===== config.mk =====
export PLATFORM = sky130hd
export DESIGN_NAME = fetch_stall_ctrl_flat
export DESIGN_NICKNAME = d
export VERILOG_FILES = /design/src/rtl/fetch_stall_if.sv /design/src/rtl/fetch_stall_ctrl.sv /design/src/flat_wrapper.sv
export SDC_FILE = /design/constraint.sdc
export NUM_CORES = 1
export LEC_CHECK = 0
export CAP_MARGIN = 5
export CORE_UTILIZATION = 45
export CTS_BUF_LIST = sky130_fd_sc_hd__clkbuf_8 sky130_fd_sc_hd__clkbuf_16
export CTS_CLUSTER_DIAMETER = 200
export DETAILED_ROUTE_END_ITERATION = 8
export GPL_TIMING_DRIVEN = 0
export HOLD_SLACK_MARGIN = 0.12
export PLACE_DENSITY = 0.75
export SLEW_MARGIN = 20
export SYNTH_ARGS = -nofsm -noshare
export SYNTH_HDL_FRONTEND = slang
export SYNTH_SLANG_ARGS = --single-unit

===== constraint.sdc =====
create_clock -name clk_i -period 2.1 [get_ports clk_i]
set_input_delay 0.21 -clock clk_i [delete_from_list [all_inputs] [get_ports clk_i]]
set_output_delay 0.21 -clock clk_i [all_outputs]
set_load 0.005 [all_outputs]

===== src/rtl/fetch_stall_if.sv =====
// Fetch/stall interface: hazard-unit requests and instruction-memory data into
// the fetch stage, PC, IF/ID register contents and stall statistics out of it.
//   pc_stall_i, stall_hold_i     : hold PC / hold IF/ID requests
//   branch_taken_i, branch_target_i : redirect request and address
//   instr_i                      : instruction memory data for pc_o
//   pc_o, if_id_pc_o, if_id_instr_o, if_id_valid_o : fetch state
//   stall_cnt_o, stall_run_o, stall_err_o          : stall statistics
interface fetch_stall_if;
  logic        pc_stall_i;
  logic        stall_hold_i;
  logic        branch_taken_i;
  logic [31:0] branch_target_i;
  logic [31:0] instr_i;
  logic [31:0] pc_o;
  logic [31:0] if_id_pc_o;
  logic [31:0] if_id_instr_o;
  logic        if_id_valid_o;
  logic [15:0] stall_cnt_o;
  logic [7:0]  stall_run_o;
  logic        stall_err_o;

  // Requester side: hazard unit, branch resolution and instruction memory.
  modport master (
    output pc_stall_i, stall_hold_i, branch_taken_i, branch_target_i, instr_i,
    input  pc_o, if_id_pc_o, if_id_instr_o, if_id_valid_o,
    input  stall_cnt_o, stall_run_o, stall_err_o
  );

  // Fetch-stage side.
  modport slave (
    input  pc_stall_i, stall_hold_i, branch_taken_i, branch_target_i, instr_i,
    output pc_o, if_id_pc_o, if_id_instr_o, if_id_valid_o,
    output stall_cnt_o, stall_run_o, stall_err_o
  );
endinterface


===== src/rtl/fetch_stall_ctrl.sv =====
// Fetch stall controller: owns the PC and IF/ID register, applies stall, hold
// and branch-redirect requests, and tracks stall statistics with a sticky
// error when a stall run reaches STALL_MAX cycles.
//   clk_i : clock, rising edge
//   rst_i : asynchronous active-low reset
//   bus   : fetch_stall_if.slave (requests in, fetch state and statistics out)
module fetch_stall_ctrl #(
  parameter logic [31:0] PC_RESET  = 32'h0000_0000,
  parameter logic [7:0]  STALL_MAX = 8'd16
) (
  input  logic         clk_i,
  input  logic         rst_i,
  fetch_stall_if.slave bus
);

  localparam int unsigned PC_W  = 32;
  localparam int unsigned CNT_W = 16;
  localparam int unsigned RUN_W = 8;

  logic [PC_W-1:0]  r_pc, r_if_pc, r_if_instr;
  logic             r_if_valid;
  logic [CNT_W-1:0] r_cnt;
  logic [RUN_W-1:0] r_run;
  logic             r_err;

  logic [PC_W-1:0]  w_pc_nxt, w_if_pc_nxt, w_if_instr_nxt, w_pc_plus4;
  logic             w_if_valid_nxt;
  logic [CNT_W-1:0] w_cnt_nxt;
  logic [RUN_W-1:0] w_run_nxt;
  logic             w_err_nxt;
  logic             w_stall;

  // A hold of IF/ID always implies a hold of the PC.
  assign w_stall    = bus.pc_stall_i | bus.stall_hold_i;
  assign w_pc_plus4 = PC_W'(r_pc + PC_W'(4));

  // Datapath next state; stalls take priority over a branch, which is
  // re-asserted by ID once its operands are ready.
  always_comb begin
    w_pc_nxt       = r_pc;
    w_if_pc_nxt    = r_if_pc;
    w_if_instr_nxt = r_if_instr;
    w_if_valid_nxt = r_if_valid;
    if (bus.stall_hold_i) begin
      w_pc_nxt = r_pc;
    end else if (bus.pc_stall_i) begin
      w_if_instr_nxt = '0;
      w_if_valid_nxt = 1'b0;
    end else if (bus.branch_taken_i) begin
      w_pc_nxt       = bus.branch_target_i;
      w_if_instr_nxt = '0;
      w_if_valid_nxt = 1'b0;
    end else begin
      w_pc_nxt       = w_pc_plus4;
      w_if_pc_nxt    = w_pc_plus4;
      w_if_instr_nxt = bus.instr_i;
      w_if_valid_nxt = 1'b1;
    end
  end

  // Saturating stall statistics and sticky run-length error.
  always_comb begin
    w_cnt_nxt = r_cnt;
    w_run_nxt = '0;
    w_err_nxt = r_err;
    if (w_stall) begin
      if (r_cnt != {CNT_W{1'b1}}) w_cnt_nxt = CNT_W'(r_cnt + CNT_W'(1));
      if (r_run != {RUN_W{1'b1}}) w_run_nxt = RUN_W'(r_run + RUN_W'(1));
      else                        w_run_nxt = r_run;
    end
    if (w_run_nxt >= STALL_MAX) w_err_nxt = 1'b1;
  end

  // State registers.
  always_ff @(posedge clk_i or negedge rst_i) begin
    if (!rst_i) begin
      r_pc       <= PC_RESET;
      r_if_pc    <= '0;
      r_if_instr <= '0;
      r_if_valid <= 1'b0;
      r_cnt      <= '0;
      r_run      <= '0;
      r_err      <= 1'b0;
    end else begin
      r_pc       <= w_pc_nxt;
      r_if_pc    <= w_if_pc_nxt;
      r_if_instr <= w_if_instr_nxt;
      r_if_valid <= w_if_valid_nxt;
      r_cnt      <= w_cnt_nxt;
      r_run      <= w_run_nxt;
      r_err      <= w_err_nxt;
    end
  end

  assign bus.pc_o          = r_pc;
  assign bus.if_id_pc_o    = r_if_pc;
  assign bus.if_id_instr_o = r_if_instr;
  assign bus.if_id_valid_o = r_if_valid;
  assign bus.stall_cnt_o   = r_cnt;
  assign bus.stall_run_o   = r_run;
  assign bus.stall_err_o   = r_err;

endmodule


===== src/flat_wrapper.sv =====
// flat-port wrapper written by rule: the top's interface ports become plain ports
module fetch_stall_ctrl_flat 
#(
  parameter logic [31:0] PC_RESET  = 32'h0000_0000,
  parameter logic [7:0]  STALL_MAX = 8'd16
)
  (clk_i, rst_i, bus_pc_stall_i, bus_stall_hold_i, bus_branch_taken_i, bus_branch_target_i, bus_instr_i, bus_pc_o, bus_if_id_pc_o, bus_if_id_instr_o, bus_if_id_valid_o, bus_stall_cnt_o, bus_stall_run_o, bus_stall_err_o);
  fetch_stall_if bus_i ();
  input  logic clk_i;
  input  logic rst_i;
  input wire logic [$bits(bus_i.pc_stall_i)-1:0] bus_pc_stall_i;
  input wire logic [$bits(bus_i.stall_hold_i)-1:0] bus_stall_hold_i;
  input wire logic [$bits(bus_i.branch_taken_i)-1:0] bus_branch_taken_i;
  input wire logic [$bits(bus_i.branch_target_i)-1:0] bus_branch_target_i;
  input wire logic [$bits(bus_i.instr_i)-1:0] bus_instr_i;
  output wire logic [$bits(bus_i.pc_o)-1:0] bus_pc_o;
  output wire logic [$bits(bus_i.if_id_pc_o)-1:0] bus_if_id_pc_o;
  output wire logic [$bits(bus_i.if_id_instr_o)-1:0] bus_if_id_instr_o;
  output wire logic [$bits(bus_i.if_id_valid_o)-1:0] bus_if_id_valid_o;
  output wire logic [$bits(bus_i.stall_cnt_o)-1:0] bus_stall_cnt_o;
  output wire logic [$bits(bus_i.stall_run_o)-1:0] bus_stall_run_o;
  output wire logic [$bits(bus_i.stall_err_o)-1:0] bus_stall_err_o;
  assign bus_i.pc_stall_i = bus_pc_stall_i;
  assign bus_i.stall_hold_i = bus_stall_hold_i;
  assign bus_i.branch_taken_i = bus_branch_taken_i;
  assign bus_i.branch_target_i = bus_branch_target_i;
  assign bus_i.instr_i = bus_instr_i;
  assign bus_pc_o = bus_i.pc_o;
  assign bus_if_id_pc_o = bus_i.if_id_pc_o;
  assign bus_if_id_instr_o = bus_i.if_id_instr_o;
  assign bus_if_id_valid_o = bus_i.if_id_valid_o;
  assign bus_stall_cnt_o = bus_i.stall_cnt_o;
  assign bus_stall_run_o = bus_i.stall_run_o;
  assign bus_stall_err_o = bus_i.stall_err_o;
  fetch_stall_ctrl #(.PC_RESET(PC_RESET), .STALL_MAX(STALL_MAX)) u_core (.clk_i(clk_i), .rst_i(rst_i), .bus(bus_i));
endmodule

# Yosys cells after proc, flatten, opt, wreduce, memory -nomap -nowiden
# Index checks and enable logic that the tools add are counted.
# Widths: inputs -> output; s select.
# classes
n_lt_le_gt_ge	1
reduce_logical	3
addsub	3
bitwise_logic	4
muxes	7
n_eq_ne	2
# ops
operator	n
$mux 32	3
$add 32x3->32 const B	1
$add 16x1->16 const B	1
$mux 8	2
$ne 16x16->1 const B	1
$add 8x1->8 const B	1
$ge 8x5->1 const B	1
$ne 8x8->1 const B	1
$reduce_and 2->1	2
$not 1->1	3
$reduce_and 3->1	1
$mux 1	2
$or 1x1->1	1
# totals
in_bits	69
elab_cells	27
out_inout_bits	122
regBits	122

# Longest topological paths before layout
# logic_depth
word_depth	4
depth_mapped	8
ltp_nobuf	5

# Worst setup path after synthesis
# Ideal clock, no wire load.
# synth_timing
path_kind	register -> register
from	register u_core.r_cnt[0] (netlist: u_core.bus.stall_cnt_o[0])
to	register u_core.r_cnt[8] (netlist: u_core.bus.stall_cnt_o[8])
arrival_ns	1.683
period_less_slack_ns	1.809
path_stages_with_launch	6
path_buffers	0
setup_slack_ns	0.291
required_ns	1.974
setup_ns	0.126
path_cell_list	dfrtp_1 > ha_1 > nand3_1 > o41ai_1 > nor2_1 > xor2_1
# synth_via
elab_chain_len	2
word_cells_on_any_way	3
cone_classes	add/sub: 1; eq/ne: 1; reduce/logical: 1
# synth_lines
item	line_no	rtl
from (decl)	fetch_stall_ctrl.sv:22	logic [CNT_W-1:0] r_cnt;
from (signal assigned)	fetch_stall_ctrl.sv:89	r_cnt <= w_cnt_nxt;
branches (longest 2 deep; another with $add 16x1->16)	-	
# Parallel ways; which one is timed is not known.
# A chain may end at the register's enable or synchronous reset.

# Worst setup path after layout
# layout_timing
from	register u_core.r_pc[16] (netlist: u_core.bus.pc_o[16])
to	register u_core.r_pc[27] (netlist: u_core.bus.pc_o[27])
# layout_via
elab_chain_len	2
# layout_lines
item	line_no	rtl
from (decl)	fetch_stall_ctrl.sv:20	logic [PC_W-1:0] r_pc, r_if_pc, r_if_instr;
from (signal assigned)	fetch_stall_ctrl.sv:85	r_pc <= w_pc_nxt;
$add 32x3->32	fetch_stall_ctrl.sv:35	assign w_pc_plus4 = PC_W'(r_pc + PC_W'(4));
$mux 32	fetch_stall_ctrl.sv:49	end else if (bus.branch_taken_i) begin
# Every way passes these cells.

==> reports/metrics.cfg <==
[run_status]
status=finished, final reports clean

[sta]
finalHoldViolCount=0
hold_ws_ns=0.174
fin_ws_ns=0.0621
period_minus_slack_ns=2.04
fin_skew_ns=0.00914
worstMarginPinSlew_ns=0.663
slew_violations=0
rsz0062_at_grt=yes
setup_viol=0
fmax_ghz=0.491
finalSetupTns_ns=0
timing.final.crit_share_pct=97.0
relSlewSlack_pct=55.8

[critical_path]
endpoint_kind=flop
path_cells=buf_2 -> and4_1 -> nand2_1 -> clkbuf_1 -> or4b_1 -> nand3_1
reg2reg_depth=6
cp_top_family=simple AND/OR/NAND/NOR gates
crit_fanout=10
critPathKind=reg2reg
crit_required_ns=2.45
cp_slowest_cell=or4b_1
cp_num_buf_inv=2
max_stage_delay_ns=0.59
timing.rr.start=u_core.bus.pc_o[16]
startpoint_type=flop
worstPathArrival_ns=2.39
reg2reg_to=u_core.bus.pc_o[27]
reg2reg_slack_ns=0.06

[floorplan]
core-area_mm2=0.0128
rows=41
die_y_um=117
die_w_um=117
dieArea_mm2=0.0137
initial_core_util_pct=46.7
io_pins=191

[power_and_ir_drop]
irDropWorstVdd_v=0.000536
leakage_nw=3.66
cellPowerDensity_mw_per_mm2=920
power.total_mw=8.06

[clock_tree]
numCtsBuffers=17
clk_latency_ns=0.42
cts-root-buf=clkbuf_16
cts_tree=built
postCtsSetupRepairBufs=0
htreeDepth=4
clk_path_buf_depth=2
clock-sinks=122
clkTransAtPathRegs_ns=0.06

[grt]
grt_overflow=0
first_global_vias=5665
grt_usage_pct=28.7
antenna_found_initial=0
grt_pass1_wl_um=29400
grt_max_degree=80

[hold_path]
min_delay_path_depth=2
hold_class=in2reg
hp-start=bus_stall_hold_i
worstHoldEndpoint=u_core.bus.if_id_instr_o[0]

[final_layout]
syn2layout_area_growth_pct=46.7
drive_gt1_share_pct=8.85
antennaDiodeCount=0
fin_nets=884

[routing]
vias=5994
wl_per_cell_um=19.6
first_iter_violations=581
postRouteWirelength_um=19600
route.antenna.remaining_nets=0
drc=0
drtPass1Iterations=8
vias_per_cell=6.01

[synth]
synth_edf_count=0
synthTopCellsByCount=dfrtp_1, nand2_1, nand3_1, a22o_1, clkbuf_1
ys_ff_latch=122
syn_area_per_cell_um2=9.89
yosysMostFrequentCell=dfrtp_1
ys_top_cells_by_area=dfrtp_1, a22o_1, nand2_1
synth_top_area_share_pct=51.2
synth_top_area_cell=dfrtp_1
yosysSeqAreaShare_pct=51.2
netlist_area_mm2=0.00597
async_flop_share_pct=100
synth.distinct_cells=59
ys.flop_type=dfrtp_1
synthCells=603
syn-num-nets=675
synth_warnings=0

[placed_design]
placement.io_buffers=188
dp_hpwl_um=13500
pre_cts_ws_ns=-0.536
globalplace.congestion=0.889

[run]
maxCapViolCount=0

[registers in the layout, indices dropped and copies added (netlist names)]
name,cells
u_core.bus.stall_cnt_o,16
u_core.bus.stall_run_o,8
u_core.bus.pc_o,32
u_core.bus.if_id_instr_o,32
u_core.bus.if_id_valid_o,1
u_core.bus.if_id_pc_o,32
u_core.bus.stall_err_o,1
[kinds of logic (layout without fill, tap and decap cells)]
group                      after synthesis  after routing  synth area share [%]
muxes                                    4              4                 0.713
AOI/OAI and AO/OA                      157            157                  18.7
DFF                                    122            122                  51.2
and+or+nand+nor                        235            235                  20.8
buffers and inverters                   56            278                  4.17
adders and majority gates                3              3                 0.629
xor gates and xnor gates                26             26                  3.82
[report_power, final]
group          internal (mW)  total, mW  switching (mW)
Sequential              2.72       3.12           0.407
Clock                   1.88       3.04            1.16
Combinational           1.10       1.89           0.795
Total                   5.70       8.06            2.36
[how the worst max path moves through the flow]
stage                                   start                        end  slack [ns]  cells past startpoint
detailed placement             bus_pc_stall_i         u_core.bus.pc_o[2]       -0.54                      6
global placement                        rst_i  u_core.bus.stall_cnt_o[4]       -3.90                      1
CTS                        u_core.bus.pc_o[5]  u_core.bus.if_id_pc_o[21]        0.01                      8
global route               u_core.bus.pc_o[3]        u_core.bus.pc_o[28]      -0.004                      7
floorplan           u_core.bus.stall_cnt_o[0]  u_core.bus.stall_cnt_o[8]        0.29                      5
finish                    u_core.bus.pc_o[16]        u_core.bus.pc_o[27]        0.06                      6
[routing by layer]
metal / share of wire [%] / track usage, % / up-vias
met4: 1.9 / 11.7 / 0
li1: - / - / 2686
met1: 40 / 37.1 / 2933
met3: 8.7 / 7.26 / 40
met2: 49 / 46.0 / 335
met5: 0 / 0 / -
[placed cells by master, fill, tap and decap left out, drive strengths merged, types with 4 or more instances in the layout]
cell | netlist | layout
nand2 | 65 | 65
and4 | 7 | 7
nand4 | 26 | 26
nand3 | 40 | 40
o211ai | 12 | 12
clkinv | 0 | 4
o31ai | 4 | 4
and2 | 4 | 4
nor4 | 4 | 4
o311ai | 16 | 16
nor2 | 29 | 29
a21oi | 27 | 27
nor3 | 12 | 12
clkdlybuf4s50 | 0 | 187
clkinvlp | 0 | 4
or4 | 9 | 9
inv | 7 | 11
a22o | 32 | 32
o21ai | 26 | 26
xor2 | 12 | 12
o22ai | 4 | 4
dfrtp | 122 | 122
buf | 18 | 21
and3 | 26 | 26
a2bb2oi | 4 | 4
xnor2 | 14 | 14
a31oi | 13 | 13
clkbuf | 31 | 47
[layout make-up]
type / instances / area [µm²]
sequential: 122 / 3050
tap: 172 / 215
inverter: 7 / 26.3
fill: 1006 / 4020
multi-input combinational: 425 / 2690
clock inverter: 15 / 190
clock buffer: 17 / 425
buffer: 49 / 229
timing repair buffer: 190 / 1920
[repair_timing]
action / 4_1_cts / 5_1_grt
hold buffers: 1 / 0
resized for setup: 5 / 15
setup endpoints to repair: 27 / 27
endpoints found under the hold margin: 43 / 0
pin swaps: 0 / 0
[through the flow]
stage | instances | instance area (µm²) | util (%)
2_1_floorplan | 603 | 5970 | -
3_3_place_gp | 963 | 8060 | 63.1
3_5_place_dp | 964 | 8090 | 63.3
4_1_cts | 997 | 8730 | 68.4
5_1_grt | 997 | 8750 | 68.5
6_report | 997 | 8750 | 68.5
[worst register-to-register path, cell delays in order (launching register included)]
cell      delay, ns
dfrtp_1        0.37
buf_2          0.21
and4_1         0.32
nand2_1        0.11
clkbuf_1       0.26
or4b_1         0.59
nand3_1        0.10
Note: power is estimated with default switching activity, not from simulation.
